$ cat config.mk
export PLATFORM = sky130hd
export DESIGN_NAME = reset_sequencer
export DESIGN_NICKNAME = d
export VERILOG_FILES = /design/src/rtl/reset_sequencer.sv
export SDC_FILE = /design/constraint.sdc
export NUM_CORES = 1
export LEC_CHECK = 0
export BUFFER_PORTS_ARGS = -buffer_cell sky130_fd_sc_hd__clkbuf_2
export CAP_MARGIN = 20
export CORE_ASPECT_RATIO = 0.75
export CORE_MARGIN = 10
export CORE_UTILIZATION = 25
export DETAILED_ROUTE_END_ITERATION = 10
export MAX_ROUTING_LAYER = met4
export PLACE_DENSITY = 0.43
export SYNTH_ARGS = -nofsm -noshare
export SYNTH_HDL_FRONTEND = slang
export SYNTH_SLANG_ARGS = --single-unit
export TNS_END_PERCENT = 5
$ cat constraint.sdc
create_clock -name hclk -period 2.1 [get_ports hclk]
set_input_delay 0.21 -clock hclk [delete_from_list [all_inputs] [get_ports hclk]]
set_output_delay 0.21 -clock hclk [all_outputs]
set_load 0.05 [all_outputs]
$ cat src/rtl/reset_sequencer.sv
// SoC reset tree: synchronises PLL locks, debounces the pushbutton and
// releases PORESETn then SYSRESETn in order, tracking the last reset cause.
module reset_sequencer #(
    parameter int SYNC_STAGES     = 2,
    parameter int DEBOUNCE_CYCLES = 48000,
    parameter int POR_CYCLES      = 15,
    parameter int SYS_CYCLES      = 8
) (
    input  logic       hclk,
    input  logic       RESET,
    input  logic       hpll_lock_i,
    input  logic       tpll_lock_i,
    input  logic       btn_i,
    input  logic       sw_req_i,
    output logic       poreset_n,
    output logic       sysreset_n,
    output logic [2:0] state_o,
    output logic [1:0] cause_o
);

    typedef enum logic [2:0] {
        S_ASSERT   = 3'd0,
        S_POR_WAIT = 3'd1,
        S_SYS_WAIT = 3'd2,
        S_RUN      = 3'd3,
        S_SYSRST   = 3'd4
    } state_t;

    localparam int MAXC = (POR_CYCLES > SYS_CYCLES) ? POR_CYCLES : SYS_CYCLES;
    localparam int CW   = $clog2(MAXC + 1);
    localparam int DW   = $clog2(DEBOUNCE_CYCLES + 1);

    localparam logic [CW-1:0] CNT_MAX  = CW'(MAXC);
    localparam logic [CW-1:0] POR_LAST = CW'(POR_CYCLES - 1);
    localparam logic [CW-1:0] SYS_LAST = CW'(SYS_CYCLES - 1);
    localparam logic [DW-1:0] DB_LAST  = DW'(DEBOUNCE_CYCLES - 1);

    logic [SYNC_STAGES-1:0] hsync;
    logic [SYNC_STAGES-1:0] tsync;
    logic [SYNC_STAGES-1:0] bsync;
    logic                   lock_h;
    logic                   lock_t;
    logic                   btn_s;

    logic [DW-1:0]          db_cnt;
    logic                   btn_db;

    logic                   lock_ok;
    logic                   ok;

    state_t                 state;
    state_t                 state_d;
    logic [CW-1:0]          cnt;
    logic [CW-1:0]          cnt_d;
    logic [CW-1:0]          cnt_inc;
    logic [1:0]             cause_d;

    // Multi-flop synchronisers for the asynchronous board inputs
    always_ff @(posedge hclk) begin
        if (RESET) begin
            hsync <= '0;
            tsync <= '0;
            bsync <= '0;
        end else begin
            hsync <= {hsync[SYNC_STAGES-2:0], hpll_lock_i};
            tsync <= {tsync[SYNC_STAGES-2:0], tpll_lock_i};
            bsync <= {bsync[SYNC_STAGES-2:0], btn_i};
        end
    end

    assign lock_h = hsync[SYNC_STAGES-1];
    assign lock_t = tsync[SYNC_STAGES-1];
    assign btn_s  = bsync[SYNC_STAGES-1];

    // Button debouncer: flip only after a full run of differing samples
    always_ff @(posedge hclk) begin
        if (RESET) begin
            db_cnt <= '0;
            btn_db <= 1'b0;
        end else if (btn_s == btn_db) begin
            db_cnt <= '0;
        end else if (db_cnt == DB_LAST) begin
            db_cnt <= '0;
            btn_db <= ~btn_db;
        end else begin
            db_cnt <= db_cnt + 1'b1;
        end
    end

    assign lock_ok = lock_h & lock_t;
    assign ok      = lock_ok & ~btn_db;
    assign cnt_inc = (cnt == CNT_MAX) ? cnt : cnt + 1'b1;

    // Next-state logic; a fault restarts the whole release sequence
    always_comb begin
        state_d = state;
        cnt_d   = cnt;
        cause_d = cause_o;
        if (!ok) begin
            state_d = S_ASSERT;
            cnt_d   = '0;
            if (state != S_ASSERT) begin
                cause_d = lock_ok ? 2'd2 : 2'd1;
            end
        end else begin
            unique case (state)
                S_ASSERT: begin
                    state_d = S_POR_WAIT;
                    cnt_d   = '0;
                end
                S_POR_WAIT: begin
                    if (cnt == POR_LAST) begin
                        state_d = S_SYS_WAIT;
                        cnt_d   = '0;
                    end else begin
                        cnt_d = cnt_inc;
                    end
                end
                S_SYS_WAIT: begin
                    if (cnt == SYS_LAST) begin
                        state_d = S_RUN;
                        cnt_d   = '0;
                    end else begin
                        cnt_d = cnt_inc;
                    end
                end
                S_RUN: begin
                    if (sw_req_i) begin
                        state_d = S_SYSRST;
                        cnt_d   = '0;
                        cause_d = 2'd3;
                    end
                end
                S_SYSRST: begin
                    if (cnt == SYS_LAST) begin
                        state_d = S_RUN;
                        cnt_d   = '0;
                    end else begin
                        cnt_d = cnt_inc;
                    end
                end
                default: begin
                    state_d = S_ASSERT;
                    cnt_d   = '0;
                end
            endcase
        end
    end

    // State register with outputs registered as a decode of the next state
    always_ff @(posedge hclk) begin
        if (RESET) begin
            state      <= S_ASSERT;
            cnt        <= '0;
            cause_o    <= 2'd0;
            poreset_n  <= 1'b0;
            sysreset_n <= 1'b0;
        end else begin
            state      <= state_d;
            cnt        <= cnt_d;
            cause_o    <= cause_d;
            poreset_n  <= (state_d == S_SYS_WAIT) ||
                          (state_d == S_RUN) ||
                          (state_d == S_SYSRST);
            sysreset_n <= (state_d == S_RUN);
        end
    end

    assign state_o = state;

endmodule

==> impl_metrics.tcl <==
set metrics [dict create \
    portBuffers 12 \
    clk_latency_ps 280 \
    drt_wl_total_microns 2830 \
    n_antenna_cell 0 \
    layout-drive-gt1-share_pct 13.3 \
    die_area_sq_um 9570 \
    avgSynthCellArea_sq_um 9.03 \
    start_util_pct 25.9 \
    yosysUniqueCellTypes 40 \
    timing.final.crit_share_pct 79.9 \
    setup_viol_count_final 0 \
    required_ps 2260 \
    crit_arrival_ps 1840 \
    ys_warn_count 0 \
    die_y_microns 87.3 \
    ant_nets 0 \
    p_leak_nw 0.575 \
    status "completed" \
    rows 24 \
    syn_area_sq_um 1510 \
    numCtsBuffers 5 \
    final_common_cell "dfxtp_1" \
    num_io_pins 13 \
    clock-sinks 34 \
    report.final.slew_viol_count 0 \
    grt_usage_pct 6.89 \
    slowest_delay_ps 410 \
    ir_drop_uv 226 \
    vias 1144 \
    finalHoldViolCount 0 \
    timing.setup.critical_path_class "reg -> reg" \
    post_drt_wl_per_cell_microns 10.9 \
    maxCapViolations 0 \
    seq_area_frac_synth_pct 45.1 \
    area_growth_pct 17.6 \
    cts-resized-gates 0 \
    grt_pass1_vias 1052 \
    synth_nets 176 \
    final_cell_mix "34 x dfxtp_1, 24 x nor2_1, 12 x xnor2_1, 12 x clkbuf_2, 10 x nand3_1" \
    hold_path_class "in -> reg" \
    crit_path_cell_trace "ha_1, and3_1, nand3_1, o21ai_4, nor2_1" \
    rsz0062_at_grt "false" \
    critPathLaunchType "flop" \
    holdWs_ps 133 \
    post-route-drc-count 0 \
    ys_ff_latch 34 \
    worstHoldPathCells 2 \
    grt_overflow 0 \
    syn_inst 167 \
    gp_congestion 0.773 \
    crit_fanout 15 \
    cts_buffer_depth 2 \
    power.density_nw_per_um2 800 \
    hpwlAfterDp_microns 2050 \
    dr.first_iter.drc_count 77 \
    cts.hold.buffers_added 0 \
    antenna_found_initial 0 \
    first_pass_iters 4 \
    setup-tns-final_ps 0 \
    post_cts_buffers 0 \
    root_buffer "clkbuf_8" \
    h-tree-depth 2 \
    grt_first_pass_wirelength_microns 5150 \
    path_clk_slew_ps 70 \
    reg2reg_slack_ps 420 \
    cts_tree "yes" \
    die_width_microns 110 \
    critPathTopFamily "simple AND/OR/NAND/NOR gates" \
    r2r_cells 5 \
    worst-path-buf-inv 0 \
    slew_headroom_pct 70.6 \
    fmaxAchievable_ghz 0.596 \
    skew_ps 4.11 \
    endpoint_kind "flop" \
    period_needed_ps 1680 \
    worst_path_max_delay_cell "o21ai_4" \
    final_nets 189 \
    worst_slew_pin_slew_ps 441 \
    vias_per_cell 4.42 \
    grt_max_degree 16 \
    coreArea_sq_um 5830 \
    critical_path_depth 5 \
]
cell type report:
cell class	count	area (sq um)
clock buffers	6	82.6
clock inverters	2	60.1
fillers	626	4050
inverters	7	26.3
multi-input cells	120	766
flip-flops and latches	34	681
well taps	78	97.6
repair buffers	12	60.1
worst register-to-register path, cell delays in order (launching register included):
cell	delay, ps
dfxtp_1	370
ha_1	210
and3_1	260
nand3_1	200
o21ai_4	410
nor2_1	100
worst paths after layout:
| kind | start | end |
|---|---|---|
| worst min-delay path | btn_i | bsync[0] |
| worst max-delay path | db_cnt[0] | db_cnt[2] |
| worst max register to register | db_cnt[0] | db_cnt[2] |
| worst min register to register | tsync[0] | tsync[1] |
stage by stage:
stage	util (%)	cell area, sq um	total power, W	instances	setup slack (ps)
global placement	28.0	1630	0.000690	251	389
detailed placement	28.0	1630	0.000689	251	410
CTS	30.4	1770	0.00144	259	371
global route	30.4	1770	0.00147	259	196
floorplan	-	1510	0.000681	167	531
finish	30.4	1770	0.00142	259	422
sequential cells by signal, summed over array words and instances, names as in the netlist, 2 cells and up:
register and flops:
bsync 2, db_cnt 16, cnt 4, cause_o 2, tsync 2, state_o 3, hsync 2
where the power goes:
group          switching, W  total [W]  internal [W]
sequential       0.00000256   0.000653      0.000651
clock              0.000238   0.000745      0.000506
combinational     0.0000117  0.0000202    0.00000854
Yosys cell counts, drive strengths merged:
master / instances / area share, %
nor3b: 1 / 0.50
o21ai: 2 / 1.4
nand4bb: 2 / 1.5
a2bb2oi: 1 / 0.58
a41oi: 1 / 0.58
o211ai: 1 / 0.50
buf: 4 / 1.7
nand4: 5 / 2.1
a21oi: 8 / 2.7
clkbuf: 2 / 0.58
nand2: 7 / 1.7
nor2b: 6 / 2.5
nor2: 24 / 6.0
and2: 2 / 0.83
a311oi: 2 / 1.2
and3b: 2 / 1.2
nand3: 10 / 3.3
xor2: 4 / 2.3
a21o: 1 / 0.50
nor4: 4 / 1.7
nand3b: 1 / 0.50
a31oi: 1 / 0.42
inv: 7 / 1.7
a211oi: 4 / 2.0
nor3: 5 / 1.7
ha: 3 / 2.5
o22ai: 1 / 0.42
o21bai: 1 / 0.50
and3: 2 / 0.83
xnor2: 12 / 7.0
a32o: 1 / 0.66
o31ai: 1 / 0.83
or2: 1 / 0.42
dfxtp: 34 / 45
o21a: 2 / 1.0
or3: 2 / 1.2
cells by family after synthesis:
family	share of synthesized area, %
compound gates	13.2
flops	45.1
buf+inv	4.07
fa+ha+maj	2.49
xor+xnor	9.29
simple gates	25.8
layer usage:
layer / GRT usage (%) / up-vias / part of all wire (%)
met5: - / - / 0
met4: 3.54 / 0 / 1.6
met3: 2.22 / 4 / 4.0
met2: 8.16 / 19 / 40
met1: 9.80 / 509 / 55
li1: - / 612 / -
Note: power is estimated with default switching activity, not from simulation.
